===== src/rtl/mips8_wb_pkg.sv =====
// rtl/mips8_wb_pkg.sv - shared constants and types for the MIPS8 Wishbone responder
package mips8_wb_pkg;

  localparam logic [1:0] REGION_REGS = 2'd0;
  localparam logic [1:0] REGION_IMEM = 2'd1;

  // Register offsets expressed as word indices (byte offset >> 2)
  localparam logic [7:0] REG_CTRL     = 8'h00;
  localparam logic [7:0] REG_STATUS   = 8'h01;
  localparam logic [7:0] REG_GPIO_OUT = 8'h02;
  localparam logic [7:0] REG_GPIO_OEB = 8'h03;
  localparam logic [7:0] REG_GPIO_IN  = 8'h04;
  localparam logic [7:0] REG_CYCLES   = 8'h05;

  localparam int CTRL_RUN      = 0;
  localparam int CTRL_CRST     = 1;
  localparam int CTRL_STEP     = 2;
  localparam int CTRL_IRQEN    = 3;
  localparam int STATUS_HALTED = 0;
  localparam int STATUS_PC_LSB = 8;
  localparam int STATUS_STICKY = 16;

  localparam logic        CTRL_CRST_RST = 1'b1;
  localparam logic [15:0] GPIO_OUT_RST  = 16'h0000;
  localparam logic [15:0] GPIO_OEB_RST  = 16'hFFFF;

  typedef enum logic [1:0] {
    WB_IDLE   = 2'd0,
    WB_RDWAIT = 2'd1,
    WB_ACK    = 2'd2
  } wb_state_t;

  function automatic logic [15:0] apply_sel16(input logic [15:0] cur,
                                              input logic [15:0] wdat,
                                              input logic [1:0]  sel);
    apply_sel16 = cur;
    if (sel[0]) apply_sel16[7:0]  = wdat[7:0];
    if (sel[1]) apply_sel16[15:8] = wdat[15:8];
  endfunction

endpackage


===== src/rtl/wb_mips8_responder.sv =====
// rtl/wb_mips8_responder.sv - Wishbone classic responder for MIPS8 control, IMEM and GPIO
module wb_mips8_responder
  import mips8_wb_pkg::*;
#(
  parameter logic [31:0] BASE_ADDR = 32'h3000_0000
) (
  input  logic        wb_clk_i,
  input  logic        wb_rst_i,
  input  logic        wbs_cyc_i,
  input  logic        wbs_stb_i,
  input  logic        wbs_we_i,
  input  logic [3:0]  wbs_sel_i,
  input  logic [31:0] wbs_adr_i,
  input  logic [31:0] wbs_dat_i,
  output logic        wbs_ack_o,
  output logic [31:0] wbs_dat_o,
  output logic        imem_we_o,
  output logic [7:0]  imem_addr_o,
  output logic [7:0]  imem_wdata_o,
  input  logic [7:0]  imem_rdata_i,
  output logic        core_run_o,
  output logic        core_rst_o,
  output logic        core_step_o,
  input  logic        core_halted_i,
  input  logic [7:0]  core_pc_i,
  output logic [15:0] gpio_out_o,
  output logic [15:0] gpio_oeb_o,
  input  logic [7:0]  gpio_in_i,
  output logic        irq_o
);

  wb_state_t   state_q, state_d;
  logic        run_q, crst_q, irqen_q, step_q, sticky_q, halted_prev_q;
  logic [15:0] gpio_out_q, gpio_oeb_q;
  logic [31:0] cycles_q, dat_q, reg_rdata;
  logic        imem_we_q;
  logic [7:0]  imem_addr_q, imem_wdata_q;
  logic        hit, req, take, is_regs, is_imem, reg_wr, halt_rise;
  logic [7:0]  word_idx;
  logic        unused_bits;

  assign hit       = (wbs_adr_i[31:12] == BASE_ADDR[31:12]);
  assign req       = wbs_cyc_i & wbs_stb_i & hit;
  assign take      = (state_q == WB_IDLE) & req;
  assign is_regs   = (wbs_adr_i[11:10] == REGION_REGS);
  assign is_imem   = (wbs_adr_i[11:10] == REGION_IMEM);
  assign word_idx  = wbs_adr_i[9:2];
  assign reg_wr    = take & wbs_we_i & is_regs;
  assign halt_rise = core_halted_i & ~halted_prev_q;
  assign unused_bits = ^{wbs_adr_i[1:0], wbs_dat_i[31:17], wbs_sel_i[3]};

  always_ff @(posedge wb_clk_i) begin
    if (wb_rst_i) state_q <= WB_IDLE;
    else          state_q <= state_d;
  end

  always_comb begin
    state_d = state_q;
    case (state_q)
      WB_IDLE:   if (req) state_d = (is_imem && !wbs_we_i) ? WB_RDWAIT : WB_ACK;
      WB_RDWAIT: state_d = WB_ACK;
      WB_ACK:    state_d = WB_IDLE;
      default:   state_d = WB_IDLE;
    endcase
  end

  always_comb begin
    reg_rdata = 32'd0;
    case (word_idx)
      REG_CTRL: begin
        reg_rdata[CTRL_RUN]   = run_q;
        reg_rdata[CTRL_CRST]  = crst_q;
        reg_rdata[CTRL_IRQEN] = irqen_q;
      end
      REG_STATUS: begin
        reg_rdata[STATUS_HALTED]      = core_halted_i;
        reg_rdata[STATUS_PC_LSB +: 8] = core_pc_i;
        reg_rdata[STATUS_STICKY]      = sticky_q;
      end
      REG_GPIO_OUT: reg_rdata[15:0] = gpio_out_q;
      REG_GPIO_OEB: reg_rdata[15:0] = gpio_oeb_q;
      REG_GPIO_IN:  reg_rdata[7:0]  = gpio_in_i;
      REG_CYCLES:   reg_rdata       = cycles_q;
      default:      reg_rdata       = 32'd0;
    endcase
  end

  always_ff @(posedge wb_clk_i) begin
    halted_prev_q <= core_halted_i;
    if (wb_rst_i) begin
      run_q        <= 1'b0;
      crst_q       <= CTRL_CRST_RST;
      irqen_q      <= 1'b0;
      step_q       <= 1'b0;
      sticky_q     <= 1'b0;
      gpio_out_q   <= GPIO_OUT_RST;
      gpio_oeb_q   <= GPIO_OEB_RST;
      cycles_q     <= 32'd0;
      dat_q        <= 32'd0;
      imem_we_q    <= 1'b0;
      imem_addr_q  <= 8'd0;
      imem_wdata_q <= 8'd0;
    end else begin
      step_q    <= 1'b0;
      imem_we_q <= 1'b0;
      if (run_q && !crst_q) cycles_q <= cycles_q + 32'd1;
      if (take) dat_q <= (is_regs && !wbs_we_i) ? reg_rdata : 32'd0;
      if (state_q == WB_RDWAIT) dat_q <= {24'd0, imem_rdata_i};
      if (reg_wr) begin
        case (word_idx)
          REG_CTRL: if (wbs_sel_i[0]) begin
            run_q   <= wbs_dat_i[CTRL_RUN];
            crst_q  <= wbs_dat_i[CTRL_CRST];
            irqen_q <= wbs_dat_i[CTRL_IRQEN];
            // Step is judged against the values being written in the same access
            step_q  <= wbs_dat_i[CTRL_STEP] & ~wbs_dat_i[CTRL_RUN] & ~wbs_dat_i[CTRL_CRST];
          end
          REG_STATUS:   if (wbs_sel_i[2] && wbs_dat_i[STATUS_STICKY]) sticky_q <= 1'b0;
          REG_GPIO_OUT: gpio_out_q <= apply_sel16(gpio_out_q, wbs_dat_i[15:0], wbs_sel_i[1:0]);
          REG_GPIO_OEB: gpio_oeb_q <= apply_sel16(gpio_oeb_q, wbs_dat_i[15:0], wbs_sel_i[1:0]);
          REG_CYCLES:   cycles_q   <= 32'd0;
          default:      ;
        endcase
      end
      if (take && is_imem) begin
        if (!wbs_we_i) begin
          imem_addr_q <= word_idx;
        end else if (wbs_sel_i[0] && !run_q) begin
          imem_we_q    <= 1'b1;
          imem_addr_q  <= word_idx;
          imem_wdata_q <= wbs_dat_i[7:0];
        end
      end
      // Placed last so a halt beats a same-cycle CTRL write or sticky clear
      if (halt_rise) begin
        run_q    <= 1'b0;
        sticky_q <= 1'b1;
      end
    end
  end

  assign wbs_ack_o    = (state_q == WB_ACK);
  assign wbs_dat_o    = wbs_ack_o ? dat_q : 32'd0;
  assign imem_we_o    = imem_we_q;
  assign imem_addr_o  = imem_addr_q;
  assign imem_wdata_o = imem_wdata_q;
  assign core_run_o   = run_q & ~crst_q;
  assign core_rst_o   = crst_q;
  assign core_step_o  = step_q;
  assign gpio_out_o   = gpio_out_q;
  assign gpio_oeb_o   = gpio_oeb_q;
  assign irq_o        = sticky_q & irqen_q;

endmodule

===== config.mk =====
export PLATFORM = sky130hd
export DESIGN_NAME = wb_mips8_responder
export DESIGN_NICKNAME = d
export VERILOG_FILES = /design/src/rtl/mips8_wb_pkg.sv /design/src/rtl/wb_mips8_responder.sv
export SDC_FILE = /design/constraint.sdc
export NUM_CORES = 1
export LEC_CHECK = 0
export CAP_MARGIN = 20
export CORE_AREA = 2 2 96 144
export CTS_BUF_LIST = sky130_fd_sc_hd__clkbuf_2
export DETAILED_ROUTE_END_ITERATION = 6
export DIE_AREA = 0 0 98 146
export PLACE_DENSITY = 0.8
export SYNTH_ARGS = -nofsm -noshare
export SYNTH_HDL_FRONTEND = slang
export SYNTH_SLANG_ARGS = --single-unit

===== constraint.sdc =====
create_clock -name wb_clk_i -period 2.09 [get_ports wb_clk_i]
set_input_delay 0.5225 -clock wb_clk_i [delete_from_list [all_inputs] [get_ports wb_clk_i]]
set_output_delay 0.5225 -clock wb_clk_i [all_outputs]
set_load 0.005 [all_outputs]

==> key figures <==
Critical path
  • Crit. End Element: register
  • CP peak stage delay: 0.47 ns
  • CP Cell Sequence: buf_4, buf_6, and4bb_4, nand4_4, or3_4, nor3_4, buf_12, mux2i_1
  • Critical path type: register to register
  • Nature of the critical path startpoint: register
  • Delay-heaviest family, CP: simple AND/OR/NAND/NOR gates
  • Register-to-register setup slack: -0.17 ns
  • Buffers and inverters on the worst path: 3
  • Critical path's slowest cell: or3_4
  • CP required: 2.68 ns
  • Maximum fanout along the worst path: 8
  • Critical Path AT: 2.86 ns

Yosys
  • Sequential element share of the synthesized area: 44.00%
  • Synth cell types: 47
  • Yosys reg bits: 121
  • Area contributors post-synth: dfxtp_1 (44%), mux2i_1 (11%), nor2_1 (7.6%), and2_1 (3.8%), xor2_1 (3.0%)
  • Post-synth EDFFs: 0
  • Yosys warns: 0
  • Post-Syn Nets: 694
  • Synthesized cell area: 5505 sq um
  • Yosys top cell area share: 44.00%
  • Instance count of the mapped netlist: 595
  • Top FF cell, synth: dfxtp_1
  • FFs w/ async S/R, synth: 0%
  • Avg Inst Size Synth: 9.253 sq um
  • Dominant cell type by area after synthesis: dfxtp_1

Placement
  • Post-DP HPWL: 12750 microns
  • Port Buf Inserts: 165
  • GPL Wtd Cong: 0.8588

Timing
  • Worst setup margin: -0.1716 ns
  • Max-slew violation count: 0
  • Setup Skew: 0.03463 ns
  • Slew HR: 58.09%
  • Final setup fails: 116
  • Fmax: 442.2 MHz
  • Setup repair after global routing missed its margin: yes
  • Min cycle time layout: 2.262 ns
  • Final period util: 108.2%
  • Worst-Margin Slew: 0.6286 ns
  • Fin. Hold Viols: 0

Detailed routing
  • Final wirelength: 18730 microns
  • DR iter-0 viols: 296
  • First drt pass iteration count: 6
  • ANT nets after route: 0
  • Via density: 5.509
  • Detailed-route DRC error count: 0
  • Vias: 5625
  • Routed len/inst: 18.34 microns

Pwr
  • P_sw: 1032 uW
  • Total power draw: 4085 uW
  • PwrDens: 459.7 nW/um^2
  • Clk pwr share: 33.4%
  • Sw frac: 25.27%
  • Peak VDD IR: 0.0004232 V
  • Comb power frac: 10.1%
  • Seq pwr share: 56.5%
  • Lkg Pwr: 0.003835 uW
  • Int Power: 3053 uW

CTS
  • Clock Pin Slew Worst Setup and Hold Paths: 0.15 ns
  • Sink Count: 121
  • CTS HTree Levels: 4
  • Longest Clk Path Bufs: 2
  • Root buffer cell: clkbuf_2
  • Clk_lat worst skew: 0.68 ns
  • TritonCTS buffer count: 17
  • CTS hold repair buffers: 0
  • CTS tree: done

Floorplan
  • Die ar.: 14310 sq um
  • Core area: 12950 sq um
  • Die Height: 146 microns
  • Starting Density: 42.50%
  • FP Rows: 51
  • # IOs: 184
  • Die X: 98 microns

Global routing
  • Met2 Usage GRT: 46.92%
  • Initial antenna violation count: 1
  • Largest net degree at the start of global routing: 65
  • GRT Total Usage: 24.63%
  • Grt met3 use: 5.043%
  • Total grt overflow: 0
  • Gr busiest metal: met2
  • Met1 usage: 25.02%
  • Number of global-route vias before repair: 5740
  • Global-route wire length before repair: 28240 microns

Final layout
  • P&R area growth vs syn: 61.43%
  • Fin util: 68.61%
  • Share of layout cells above drive strength 1: 35.54%
  • Most frequent cells in the layout: nor2_1 (100), clkdlybuf4s50_1 (80), buf_4 (78), dfxtp_1 (67), mux2i_1 (60)
  • Most common cell after layout, fill and taps aside: nor2_1
  • Final nets: 948

Outcome
  • Status: finished with violations
  • Failing checks: negative setup slack

Flow run
  • Max-capacitance violation count: 0

Min path
  • Worst min-delay path class: input pin to register
## cell type report
| cell class | count | area (sq um) |
|---|---|---|
| Clock inverter | 12 | 108.9 |
| Multi-Input combinational cell | 437 | 3313 |
| Fill cell | 926 | 4066 |
| Clock buffer | 19 | 95.09 |
| Sequential cell | 121 | 2492 |
| Inverter | 5 | 18.77 |
| Timing Repair Buffer | 267 | 2658 |
| Tap cell | 159 | 198.9 |
| Antenna cell | 1 | 2.502 |
## Yosys cell counts, drive strengths merged, types with 9 or more instances
| cell type | instances |
|---|---|
| a221oi | 12 |
| o2bb2ai | 9 |
| xor2 | 19 |
| nand3 | 15 |
| xnor2 | 11 |
| and2 | 34 |
| o21ai | 12 |
| nor4 | 14 |
| dfxtp | 121 |
| nor3 | 10 |
| clkbuf | 29 |
| mux2i | 62 |
| a22o | 15 |
| nand4 | 18 |
| nor2 | 111 |
| nand2 | 23 |
## state kept, by name, summed over array words and instances (netlist names), 2 cells and up
| register | flops |
|---|---|
| state_q | 2 |
| cycles_q | 32 |
| imem_addr_o | 8 |
| imem_wdata_o | 8 |
| gpio_oeb_o | 16 |
| dat_q | 32 |
| gpio_out_o | 16 |
## through the flow
stage,cells,worst slack [ns],hold WS (ns),instance area [sq um],TNS [ns]
after detailed placement,939,-0.6849,0.4399,7741,-59.33
after CTS,1011,-0.2196,0.1463,8394,-5.252
after global placement,939,-0.5851,0.4440,7741,-54.46
final,1021,-0.1716,0.1885,8887,-10.52
after global routing,1021,-0.2390,0.1530,8887,-18.46
after floorplan,595,-0.03242,0.4242,5553,-0.5181
## metal layers
layer	wire length (microns)	share of wire, %
met5	0	0
met4	693	3.7
met3	1026	5.5
met2	10360	55
met1	6653	36
## worst reg2reg max path, cell delays in order (launching register included)
cell	delay [ns]
dfxtp_2	0.35
buf_4	0.12
buf_6	0.10
and4bb_4	0.39
nand4_4	0.14
or3_4	0.47
nor3_4	0.26
buf_12	0.17
mux2i_1	0.19
## cells by family after synthesis
kind of cell	after synthesis	synth area share, %
muxes	62	11.27
buffers and inverters	40	2.841
and+or+nand+nor	262	25.41
adders and majority gates	1	0.2272
xor gates and xnor gates	30	4.773
DFF	121	44.00
AOI/OAI and AO/OA	79	11.48
## power groups by stage
stage | clock network (uW) | logic (uW) | registers [uW]
2_1_floorplan | 0 | 125 | 2360
3_3_place_gp | 0 | 362 | 2360
3_5_place_dp | 0 | 368 | 2360
4_1_cts | 1370 | 371 | 2310
5_1_grt | 1470 | 434 | 2310
6_report | 1360 | 412 | 2310
## worst paths after layout
check | depth (start not counted) | endpoint | startpoint
min reg2reg | 1 | dat_q[9] | dat_q[9]
max reg2reg | 8 | gpio_oeb_o[14] | state_q[1]
max | 8 | gpio_oeb_o[14] | state_q[1]
min | 3 | state_q[0] | wb_rst_i
## what timing repair did
item                                    CTS  global route
pin swaps                                31            38
gates cloned                              4             5
endpoints found under the hold margin     0             0
resized for setup                       258           123
setup buffers                            39             8
endpoints found under the setup margin   80           122
Note: power is estimated with default switching activity, not from simulation.
